==> config.mk <==
export PLATFORM = sky130hd
export DESIGN_NAME = ssm_tile_scheduler_flat
export DESIGN_NICKNAME = d
export VERILOG_FILES = /design/src/rtl/ssm_pkg.sv /design/src/rtl/ssm_tile_scheduler_if.sv /design/src/rtl/ssm_tag_fifo.sv /design/src/rtl/ssm_tile_scheduler.sv /design/src/flat_wrapper.sv
export SDC_FILE = /design/constraint.sdc
export NUM_CORES = 1
export LEC_CHECK = 0
export ABC_CLOCK_PERIOD_IN_PS = 4500
export BUFFER_PORTS_ARGS = -buffer_cell sky130_fd_sc_hd__buf_2
export CORE_UTILIZATION = 55
export CTS_BUF_LIST = sky130_fd_sc_hd__clkbuf_8
export CTS_CLUSTER_SIZE = 24
export DETAILED_ROUTE_END_ITERATION = 6
export GPL_TIMING_DRIVEN = 0
export HOLD_SLACK_MARGIN = 0.12
export PLACE_DENSITY = 0.74
export SKIP_CTS_REPAIR_TIMING = 1
export SYNTH_ARGS = -nofsm -noshare
export SYNTH_HDL_FRONTEND = slang
export SYNTH_SLANG_ARGS = --single-unit
==> constraint.sdc <==
create_clock -name clk -period 4.5 [get_ports clk]
set_clock_uncertainty 0.15 [all_clocks]
set_input_delay 0.225 -clock clk [delete_from_list [all_inputs] [get_ports clk]]
set_output_delay 0.225 -clock clk [all_outputs]
set_load 0.005 [all_outputs]
==> src/rtl/ssm_pkg.sv <==
// Shared types and sizing helpers for the SSM tile scheduler slice.
package ssm_pkg;

    typedef enum logic [2:0] {
        ST_IDLE  = 3'd0,
        ST_ISSUE = 3'd1,
        ST_STALL = 3'd2,
        ST_DRAIN = 3'd3,
        ST_DONE  = 3'd4
    } sched_state_e;

    // Width of an index that must hold 0..n-1; never narrower than one bit.
    function automatic int idx_w(input int n);
        return (n <= 1) ? 1 : $clog2(n);
    endfunction

    function automatic int tiles(input int n_total, input int n_tile);
        return (n_total + n_tile - 1) / n_tile;
    endfunction

    function automatic int h_w(input int h);
        return idx_w(h);
    endfunction

    function automatic int p_w(input int p);
        return idx_w(p);
    endfunction

    function automatic int nb_w(input int n_total);
        return idx_w(n_total);
    endfunction

    function automatic int hp_w(input int h, input int p);
        return idx_w(h * p);
    endfunction

endpackage

==> src/rtl/ssm_tile_scheduler_if.sv <==
// Control, tile-issue and y-writeback signals between the scheduler and
// SSMBLOCK_TOP / the y_out memory wrapper.
interface ssm_tile_scheduler_if
    import ssm_pkg::*;
#(
    parameter int DW      = 16,
    parameter int H       = 24,
    parameter int P       = 64,
    parameter int N_TOTAL = 128
);
    localparam int H_W  = h_w(H);
    localparam int P_W  = p_w(P);
    localparam int NB_W = nb_w(N_TOTAL);
    localparam int HP_W = hp_w(H, P);

    logic            start_i;
    logic            busy_o;
    logic            done_o;
    logic            tile_valid_o;
    logic            tile_ready_i;
    logic [H_W-1:0]  h_o;
    logic [P_W-1:0]  p_o;
    logic [NB_W-1:0] n_base_o;
    logic            tile_last_o;
    logic            y_valid_i;
    logic [DW-1:0]   y_i;
    logic            y_we_o;
    logic [HP_W-1:0] y_addr_o;
    logic [DW-1:0]   y_data_o;
    logic            err_underflow_o;

    modport master (
        input  start_i, tile_ready_i, y_valid_i, y_i,
        output busy_o, done_o, tile_valid_o, h_o, p_o, n_base_o, tile_last_o,
               y_we_o, y_addr_o, y_data_o, err_underflow_o
    );

    modport slave (
        output start_i, tile_ready_i, y_valid_i, y_i,
        input  busy_o, done_o, tile_valid_o, h_o, p_o, n_base_o, tile_last_o,
               y_we_o, y_addr_o, y_data_o, err_underflow_o
    );

endinterface

==> src/rtl/ssm_tag_fifo.sv <==
// In-flight group tag FIFO. Power-of-two depth so the pointers wrap for free;
// a push while full is accepted only when a pop frees the slot that cycle.
module ssm_tag_fifo #(
    parameter int W     = 8,
    parameter int DEPTH = 16
) (
    input  logic                   clk,
    input  logic                   rst,
    input  logic                   push,
    input  logic [W-1:0]           push_data,
    input  logic                   pop,
    output logic [W-1:0]           pop_data,
    output logic                   full,
    output logic                   empty,
    output logic [$clog2(DEPTH):0] count
);
    localparam int AW = $clog2(DEPTH);
    localparam int CW = AW + 1;

    logic [W-1:0]  mem [DEPTH];
    logic [AW-1:0] wr_ptr;
    logic [AW-1:0] rd_ptr;
    logic          do_push;
    logic          do_pop;

    assign full     = (count == CW'(DEPTH));
    assign empty    = (count == '0);
    assign do_pop   = pop && !empty;
    assign do_push  = push && (!full || do_pop);
    assign pop_data = mem[rd_ptr];

    // Tag storage; contents are don't-care until written.
    always_ff @(posedge clk) begin
        if (do_push) begin
            mem[wr_ptr] <= push_data;
        end
    end

    // Pointers and occupancy; simultaneous push and pop leave count unchanged.
    always_ff @(posedge clk) begin
        if (rst) begin
            wr_ptr <= '0;
            rd_ptr <= '0;
            count  <= '0;
        end else begin
            if (do_push) begin
                wr_ptr <= wr_ptr + AW'(1);
            end
            if (do_pop) begin
                rd_ptr <= rd_ptr + AW'(1);
            end
            case ({do_push, do_pop})
                2'b10:   count <= count + CW'(1);
                2'b01:   count <= count - CW'(1);
                default: count <= count;
            endcase
        end
    end

endmodule

==> src/rtl/ssm_tile_scheduler.sv <==
// Walks every (h,p) pair in blocked order, streams its state tiles to
// SSMBLOCK_TOP and writes each returning y_final to y_out[h*P+p].
//
// state | meaning
// IDLE  | waiting for start_i
// ISSUE | presenting tiles; group start gated on free tag slot
// STALL | group start blocked by a full tag FIFO, tile_valid_o low
// DRAIN | all tiles issued, waiting for the last y write to pop
// DONE  | one-cycle done_o, back to IDLE
module ssm_tile_scheduler
    import ssm_pkg::*;
#(
    parameter int DW        = 16,
    parameter int H         = 24,
    parameter int P         = 64,
    parameter int N_TOTAL   = 128,
    parameter int N_TILE    = 64,
    parameter int H_BLK     = 1,
    parameter int P_BLK     = 1,
    parameter int TAG_DEPTH = 16
) (
    input  logic                 clk,
    input  logic                 rst,
    ssm_tile_scheduler_if.master bus
);
    localparam int TILES = tiles(N_TOTAL, N_TILE);
    localparam int H_W   = h_w(H);
    localparam int P_W   = p_w(P);
    localparam int NB_W  = nb_w(N_TOTAL);
    localparam int HP_W  = hp_w(H, P);
    localparam int T_W   = idx_w(TILES);
    localparam int CNT_W = $clog2(TAG_DEPTH) + 1;

    sched_state_e state_q;
    sched_state_e state_d;

    logic [H_W-1:0]   h_blk_q;
    logic [H_W-1:0]   h_rel_q;
    logic [P_W-1:0]   p_blk_q;
    logic [P_W-1:0]   p_rel_q;
    logic [T_W-1:0]   t_q;
    logic [NB_W-1:0]  n_base_q;

    logic [H_W-1:0]   h_cur;
    logic [P_W-1:0]   p_cur;
    logic             tile_first;
    logic             tile_last;
    logic             last_group;
    logic             can_group;
    logic             tile_valid;
    logic             busy;
    logic             done;
    logic             handshake;

    logic             fifo_push;
    logic             fifo_pop;
    logic             fifo_full;
    logic             fifo_empty;
    logic [CNT_W-1:0] fifo_count;
    logic [HP_W-1:0]  tag_push;
    logic [HP_W-1:0]  tag_head;

    logic             y_we_q;
    logic [HP_W-1:0]  y_addr_q;
    logic [DW-1:0]    y_data_q;
    logic             err_q;

    assign h_cur      = h_blk_q + h_rel_q;
    assign p_cur      = p_blk_q + p_rel_q;
    assign tile_first = (t_q == '0);
    assign tile_last  = (t_q == T_W'(TILES - 1));
    assign last_group = (h_blk_q == H_W'(H - H_BLK)) && (h_rel_q == H_W'(H_BLK - 1)) &&
                        (p_blk_q == P_W'(P - P_BLK)) && (p_rel_q == P_W'(P_BLK - 1));

    // A pop in the same cycle frees a slot, so a full FIFO does not block then.
    assign fifo_pop   = bus.y_valid_i && !fifo_empty;
    assign can_group  = !fifo_full || fifo_pop;
    assign handshake  = tile_valid && bus.tile_ready_i;
    assign fifo_push  = handshake && tile_last;
    assign tag_push   = HP_W'(h_cur) * HP_W'(P) + HP_W'(p_cur);

    ssm_tag_fifo #(
        .W     (HP_W),
        .DEPTH (TAG_DEPTH)
    ) u_tag_fifo (
        .clk       (clk),
        .rst       (rst),
        .push      (fifo_push),
        .push_data (tag_push),
        .pop       (fifo_pop),
        .pop_data  (tag_head),
        .full      (fifo_full),
        .empty     (fifo_empty),
        .count     (fifo_count)
    );

    // State register.
    always_ff @(posedge clk) begin
        if (rst) begin
            state_q <= ST_IDLE;
        end else begin
            state_q <= state_d;
        end
    end

    // Next-state and control outputs.
    always_comb begin
        state_d    = state_q;
        busy       = 1'b0;
        done       = 1'b0;
        tile_valid = 1'b0;
        unique case (state_q)
            ST_IDLE: begin
                if (bus.start_i) begin
                    state_d = ST_ISSUE;
                end
            end
            ST_ISSUE: begin
                busy       = 1'b1;
                tile_valid = !tile_first || can_group;
                if (tile_first && !can_group) begin
                    state_d = ST_STALL;
                end else if (bus.tile_ready_i && tile_last && last_group) begin
                    state_d = ST_DRAIN;
                end
            end
            ST_STALL: begin
                busy = 1'b1;
                if (can_group) begin
                    state_d = ST_ISSUE;
                end
            end
            ST_DRAIN: begin
                busy = 1'b1;
                if (fifo_count == '0) begin
                    state_d = ST_DONE;
                end
            end
            ST_DONE: begin
                done    = 1'b1;
                state_d = ST_IDLE;
            end
            default: begin
                state_d = ST_IDLE;
            end
        endcase
    end

    // Loop counters: t innermost, then p_rel, h_rel, p_blk, h_blk; all wrap to
    // zero after the final group so the next scan starts clean.
    always_ff @(posedge clk) begin
        if (rst || (state_q == ST_IDLE && bus.start_i)) begin
            h_blk_q  <= '0;
            h_rel_q  <= '0;
            p_blk_q  <= '0;
            p_rel_q  <= '0;
            t_q      <= '0;
            n_base_q <= '0;
        end else if (handshake) begin
            if (!tile_last) begin
                t_q      <= t_q + T_W'(1);
                n_base_q <= n_base_q + NB_W'(N_TILE);
            end else begin
                t_q      <= '0;
                n_base_q <= '0;
                if (p_rel_q != P_W'(P_BLK - 1)) begin
                    p_rel_q <= p_rel_q + P_W'(1);
                end else begin
                    p_rel_q <= '0;
                    if (h_rel_q != H_W'(H_BLK - 1)) begin
                        h_rel_q <= h_rel_q + H_W'(1);
                    end else begin
                        h_rel_q <= '0;
                        if (p_blk_q != P_W'(P - P_BLK)) begin
                            p_blk_q <= p_blk_q + P_W'(P_BLK);
                        end else begin
                            p_blk_q <= '0;
                            if (h_blk_q != H_W'(H - H_BLK)) begin
                                h_blk_q <= h_blk_q + H_W'(H_BLK);
                            end else begin
                                h_blk_q <= '0;
                            end
                        end
                    end
                end
            end
        end
    end

    // Writeback: runs in every state so late results still land after DRAIN
    // begins; an orphan y_valid_i only raises the sticky error.
    always_ff @(posedge clk) begin
        if (rst) begin
            y_we_q   <= 1'b0;
            y_addr_q <= '0;
            y_data_q <= '0;
            err_q    <= 1'b0;
        end else begin
            y_we_q <= fifo_pop;
            if (fifo_pop) begin
                y_addr_q <= tag_head;
                y_data_q <= bus.y_i;
            end
            if (bus.y_valid_i && fifo_empty) begin
                err_q <= 1'b1;
            end
        end
    end

    assign bus.busy_o          = busy;
    assign bus.done_o          = done;
    assign bus.tile_valid_o    = tile_valid;
    assign bus.h_o             = h_cur;
    assign bus.p_o             = p_cur;
    assign bus.n_base_o        = n_base_q;
    assign bus.tile_last_o     = tile_last && (state_q == ST_ISSUE);
    assign bus.y_we_o          = y_we_q;
    assign bus.y_addr_o        = y_addr_q;
    assign bus.y_data_o        = y_data_q;
    assign bus.err_underflow_o = err_q;

endmodule

==> src/flat_wrapper.sv <==
// flat-port wrapper written by rule: the top's interface ports become plain ports
module ssm_tile_scheduler_flat import ssm_pkg::*;
#(
    parameter int DW        = 16,
    parameter int H         = 24,
    parameter int P         = 64,
    parameter int N_TOTAL   = 128,
    parameter int N_TILE    = 64,
    parameter int H_BLK     = 1,
    parameter int P_BLK     = 1,
    parameter int TAG_DEPTH = 16
)
  (clk, rst, bus_start_i, bus_tile_ready_i, bus_y_valid_i, bus_y_i, bus_busy_o, bus_done_o, bus_tile_valid_o, bus_h_o, bus_p_o, bus_n_base_o, bus_tile_last_o, bus_y_we_o, bus_y_addr_o, bus_y_data_o, bus_err_underflow_o);
  ssm_tile_scheduler_if #(.DW(DW), .H(H), .P(P), .N_TOTAL(N_TOTAL)) bus_i ();
  input  logic clk;
  input  logic rst;
  input wire logic [$bits(bus_i.start_i)-1:0] bus_start_i;
  input wire logic [$bits(bus_i.tile_ready_i)-1:0] bus_tile_ready_i;
  input wire logic [$bits(bus_i.y_valid_i)-1:0] bus_y_valid_i;
  input wire logic [$bits(bus_i.y_i)-1:0] bus_y_i;
  output wire logic [$bits(bus_i.busy_o)-1:0] bus_busy_o;
  output wire logic [$bits(bus_i.done_o)-1:0] bus_done_o;
  output wire logic [$bits(bus_i.tile_valid_o)-1:0] bus_tile_valid_o;
  output wire logic [$bits(bus_i.h_o)-1:0] bus_h_o;
  output wire logic [$bits(bus_i.p_o)-1:0] bus_p_o;
  output wire logic [$bits(bus_i.n_base_o)-1:0] bus_n_base_o;
  output wire logic [$bits(bus_i.tile_last_o)-1:0] bus_tile_last_o;
  output wire logic [$bits(bus_i.y_we_o)-1:0] bus_y_we_o;
  output wire logic [$bits(bus_i.y_addr_o)-1:0] bus_y_addr_o;
  output wire logic [$bits(bus_i.y_data_o)-1:0] bus_y_data_o;
  output wire logic [$bits(bus_i.err_underflow_o)-1:0] bus_err_underflow_o;
  assign bus_i.start_i = bus_start_i;
  assign bus_i.tile_ready_i = bus_tile_ready_i;
  assign bus_i.y_valid_i = bus_y_valid_i;
  assign bus_i.y_i = bus_y_i;
  assign bus_busy_o = bus_i.busy_o;
  assign bus_done_o = bus_i.done_o;
  assign bus_tile_valid_o = bus_i.tile_valid_o;
  assign bus_h_o = bus_i.h_o;
  assign bus_p_o = bus_i.p_o;
  assign bus_n_base_o = bus_i.n_base_o;
  assign bus_tile_last_o = bus_i.tile_last_o;
  assign bus_y_we_o = bus_i.y_we_o;
  assign bus_y_addr_o = bus_i.y_addr_o;
  assign bus_y_data_o = bus_i.y_data_o;
  assign bus_err_underflow_o = bus_i.err_underflow_o;
  ssm_tile_scheduler #(.DW(DW), .H(H), .P(P), .N_TOTAL(N_TOTAL), .N_TILE(N_TILE), .H_BLK(H_BLK), .P_BLK(P_BLK), .TAG_DEPTH(TAG_DEPTH)) u_core (.clk(clk), .rst(rst), .bus(bus_i));
endmodule
[Yosys cells after proc, flatten, opt, wreduce, memory -nomap -nowiden]
Memory sizes are Yosys's and may differ from the RTL's. A register that Yosys moved wholly into a read port is not among the register bits.
Cells that the tools add are included.
Cells by class
  $add $sub $neg: 13
  $mul: 0
  div/mod/pow operators: 0
  magnitude comparators: 0
  equal/unequal tests: 15
  shift operators: 0
  mux-type cells: 18
  bitwise operators: 4
  reduce and logical (&&, ||, !) cells: 34
Operator list (count)
  $add A5 B1 Y5 const B: 3
  $mux W3: 5
  $logic_and A1 B1 Y1: 14
  $add A6 B1 Y6 const B: 2
  $mux W6: 2
  $pmux W3 S4: 1
  $add A11 B6 Y11: 1
  $eq A5 B5 Y1 const B: 2
  $logic_not A5 Y1: 2
  $mux W5: 2
  $pmux W5 S2: 1
  $add A4 B1 Y4 const B: 2
  $reduce_and A4 Y1: 2
  $add A7 B7 Y7 const B: 1
  $mux W7: 1
  $add A6 B6 Y6: 1
  $eq A3 B2 Y1 const B: 2
  $eq A6 B6 Y1 const B: 1
  $logic_not A6 Y1: 1
  $mux W1: 6
  $ne A6 B6 Y1 const B: 1
  $reduce_bool A6 Y1: 1
  $add A5 B5 Y5: 1
  $ne A5 B5 Y1 const B: 1
  other kinds (19): 28
Storage, ports and cells
  flip-flop bits (word level): 64
  latch bits: 0
  bits in writable memories: 176
  bits in read-only memories: 0
  bits of input ports: 21
  output and inout bits: 51
  word-level logic and storage cells: 98
  memories: 1
Memory list
  u_core.u_tag_fifo.mem: words 16, bits a word 11, read ports 1, clocked after Yosys merged registers in 1, write ports 1, RTL line ssm_tag_fifo.sv:20  | logic [W-1:0] mem [DEPTH];

[Depth between registers and ports, before layout]
  depth after elaboration: 11
  gate-level depth with buffers: 15
  mapped depth without buffers: 10

[By module]
Synthesis repeated with hierarchy kept, for this count alone.
Second synthesis, totals
  cells, all modules: 756
  area total of the unflattened synthesis: 10560.1 um2
Modules (own cells, without submodules)
  ssm_tag_fifo: times used 1, cells an instance 398, area an instance 7652.3 um2, seq. area each 5625.4 um2
  ssm_tile_scheduler: times used 1, cells an instance 358, area an instance 2907.8 um2, seq. area each 1121.1 um2

[Worst setup path before layout]
OpenSTA, ideal clock, no wires.
  path type: register to register
  start: register u_core.u_tag_fifo.count[1]
  end: register u_core.u_tag_fifo.count[2]
  setup time: 0.071 ns
  data arrival time: 2.971 ns
  data required time: 4.279 ns
  path slack: 1.309 ns
  cell stages (with the launch flop): 16
  path buffers: 5
  clock period less this slack: 3.191 ns
  cells stage by stage: dfxtp_1 -> buf_2 -> or4_1 -> buf_2 -> o21ai_2 -> inv_1 -> buf_2 -> buf_2 -> ha_1 -> clkbuf_1 -> xor2_1 -> ha_1 -> a21oi_1 -> xnor2_1 -> or3_1 -> a21oi_1
On the way
  cells in the longest elaborated chain, start to end: 11
  elaborated cells on any way between the ends: 19
  classes of those cells: 2 x add/sub; 3 x eq/ne; 2 x mux; 12 x reduce/logical
Ends and longest elaborated chain
  from (decl): RTL line ssm_tag_fifo.sv:15  | output logic [$clog2(DEPTH):0] count
  from (signal assigned): RTL line ssm_tag_fifo.sv:53  | 2'b10: count <= count + CW'(1);
  from (signal assigned): RTL line ssm_tag_fifo.sv:54  | 2'b01: count <= count - CW'(1);
  from (signal assigned): RTL line ssm_tag_fifo.sv:55  | default: count <= count;
  $logic_not A5 Y1 *: RTL line ssm_tag_fifo.sv:27  | assign empty = (count == '0);
  $logic_not A1 Y1 *: RTL line ssm_tile_scheduler.sv:76  | assign fifo_pop = bus.y_valid_i && !fifo_empty;
  $logic_and A1 B1 Y1 *: RTL line ssm_tile_scheduler.sv:76
  via u_core.fifo_pop: RTL line ssm_tile_scheduler.sv:56  | logic fifo_pop;
  $logic_or A1 B1 Y1: RTL line ssm_tile_scheduler.sv:77  | assign can_group = !fifo_full || fifo_pop;
  $logic_or A1 B1 Y1: RTL line ssm_tile_scheduler.sv:120  | tile_valid = !tile_first || can_group;
  $mux W1: RTL line ssm_tile_scheduler.sv:112  | unique case (state_q)
  $logic_and A1 B1 Y1: RTL line ssm_tile_scheduler.sv:78  | assign handshake = tile_valid && bus.tile_ready_i;
  $logic_and A1 B1 Y1: RTL line ssm_tile_scheduler.sv:79  | assign fifo_push = handshake && tile_last;
  $logic_and A1 B1 Y1: RTL line ssm_tag_fifo.sv:29  | assign do_push = push && (!full || do_pop);
  $eq A2 B1 Y1 or $eq A2 B2 Y1 (tied branches): RTL line ssm_tag_fifo.sv:52  | case ({do_push, do_pop})
  $pmux W5 S2 or $reduce_bool A2 Y1 (tied branches)
The timed path passes the listed nets; every way through them passes the cells marked *.
A chain may end at the register's enable or synchronous reset.

[Worst setup path after layout]
Same ends and word-level chain as after synthesis.

==> run metrics <==
Rows 49; core area 18300 um^2; largest net degree at the start of global routing 18; P_leak 4.45 nW; area of the die 19500 um^2; vias in the first global route 6685; fin crit share 0.810; H-Tree Depth 2; Max Cap Violations 0; Synth top cells by count edfxtp_1 (176), dfxtp_1 (69), nand2_1 (67); most frequent cell after synthesis edfxtp_1; Comb power frac 0.153; Hold Crit Class in2reg; diode count 0; DRT iter0 DRCs 526; flop2flop setup slack 0.86 ns; Synth warnings 0; Sink Count 245; Vias 6669; clk buf depth 3; Unique masters post-synth 60; Async S/R FF share, synth 0; top_reg_cell synth edfxtp_1; initial antenna violation count 0; Fin. Hold Viols 0; Post-Synthesis Cells 721; hold_ws 0.258 ns; Finished Core Util 0.661; switching power 0.00140 W; sequential-to-total area share from yosys stat 0.641; Layout area overhead 16.1%; CP arrival 3.95 ns; Synth area leaders edfxtp_1 (51%), dfxtp_1 (13%), mux4_2 (9.5%), ha_1 (2.9%), mux2i_1 (2.8%); Startpoint Class register; CTS tree built; WL final 22800 um; die width 140 um; Reg clk slew, reported paths 0.06 ns; Reg power frac 0.489; Tmin final 3.64 ns; run status completed; Routed WL per cell 20.5 um; DP Wirelength 15300 um; power share of the clock group 0.358; setup TNS 0 ns; slew margin rel. 0.134; number of CTS-inserted buffers 38; Yosys top cell by area edfxtp_1; CP Max Fanout 11; all-layer global routing usage 0.237; Nets 901; CTS root buffer clkbuf_8; Tightest Pin Transition 1.29 ns; Residual DRC 0; Internal Power 0.00379 W; Setup crit end kind register; first-pass GRT wire length 35500 um; RSZ-0062 raised after global routing no; kind of critical path reg2reg; # fillers 1269; Avg Inst Size Synth 14.4 um^2; I/O Pins 72; antenna viol nets, final 0; Via-to-Cell Ratio 6.00; placed instance area 11100 um^2; Tot Pwr 0.00519 W; first-pass iteration count of the detailed router 4; starting density of the core 0.569; # port buffers 64; EDFF count, synth 176; total gr overflow 0; Netlist Area Pre-Place 10400 um^2; Max IR drop VDD 0.219 mV; setup violators final 0; Worst EP required 4.80 ns; Die H 140 um; layout cell share with drive strength beyond 1 0.232; synthesized flop and latch total 245; Fmax achieved 274 MHz; Sw Ratio 0.270; top cell type's share of synthesized area 0.508; Final Cell Area 12100 um^2; PwrDens 430 nW/um^2; gpl congestion 0.882; Slew Limit Fails 0; clk_lat worst skew 0.54 ns
[power by group through the flow]
| stage | clock network (W) | registers [W] | logic [W] |
|---|---|---|---|
| global placement | 0 | 0.00258 | 0.000738 |
| detailed placement | 0 | 0.00258 | 0.000771 |
| global route | 0.00198 | 0.00255 | 0.000881 |
| CTS | 0.00188 | 0.00254 | 0.000777 |
| finish | 0.00186 | 0.00254 | 0.000795 |
| floorplan | 0 | 0.00258 | 0.000520 |
[placed cells by master, fill, tap and decap left out, types with 19 or more instances in the layout]
master and instances:
nand2_1 67, buf_2 80, edfxtp_1 176, dlygate4sd3_1 19, clkbuf_8 43, mux4_2 44, ha_1 24, a21oi_1 37
dfxtp_1 69, nor2_1 36, clkbuf_1 19, mux2i_1 29, inv_1 36
[kinds of logic after synthesis]
logic type,after synthesis,share of synthesized area
muxes,73,0.123
adders and majority gates,26,0.0327
other,1,0.000361
xor gates and xnor gates,21,0.0177
AOI/OAI and AO/OA,92,0.0586
buffers and inverters,66,0.0286
DFF,245,0.641
and+or+nand+nor,197,0.0978
[metrics by stage]
stage          cells  worst slack, ns
2_1_floorplan    726             1.31
3_3_place_gp    1019            0.938
3_5_place_dp    1023            0.889
4_1_cts         1092            0.711
5_1_grt         1112            0.663
6_report        1112            0.855
[registers in the layout, summed over array words and instances, names as in the netlist]
name,flops
u_core.bus.y_addr_o,11
u_core.bus.y_we_o,1
u_core.h_rel_q,5
u_core.bus.n_base_o,1
u_core.p_blk_q,6
u_core.u_tag_fifo.mem,176
u_core.u_tag_fifo.wr_ptr,4
u_core.bus.y_data_o,16
u_core.state_q,3
u_core.p_rel_q,6
u_core.bus.err_underflow_o,1
u_core.h_blk_q,5
u_core.u_tag_fifo.count,5
u_core.t_q,1
u_core.u_tag_fifo.rd_ptr,4
[critical path, stage by stage, from the launching register on]
cell and delay [ns]:
dfxtp_1 0.29, buf_2 0.16, or4_1 0.46, buf_2 0.19, o21ai_2 0.26, inv_1 0.09
buf_2 0.19, buf_2 0.22, ha_1 0.23, clkbuf_1 0.19, xor2_1 0.19, ha_1 0.23
a21oi_1 0.18, xnor2_1 0.10, or3_1 0.31, a21oi_1 0.14
[worst paths after layout]
kind / startpoint / end / cells past startpoint
max: u_core.u_tag_fifo.count[1] / u_core.u_tag_fifo.count[2] / 15
min: rst / u_core.bus.y_addr_o[1] / 3
max reg2reg: u_core.u_tag_fifo.count[1] / u_core.u_tag_fifo.count[2] / 15
min reg2reg: u_core.bus.y_data_o[14] / u_core.bus.y_data_o[14] / 2
[metal layers]
metal  vias to the layer above  part of all wire  global-route usage
met5                         -                 0                   0
met4                         0             0.021              0.0760
met3                        50             0.064              0.0434
met2                       258              0.50               0.404
met1                      3337              0.41               0.310
li1                       3024                 -                   -
[area by class of cell]
class                   count  area, um^2  area share
inverters                  22        82.6     0.00684
plain buffers              44         215      0.0178
clock inverters            26         169      0.0140
multi-input cells         415        3500       0.290
repair buffers             88         563      0.0466
flip-flops and latches    245        6670       0.552
well taps                 229         287      0.0237
clock buffers              43         592      0.0490
Power figures use the tool's default switching activity.
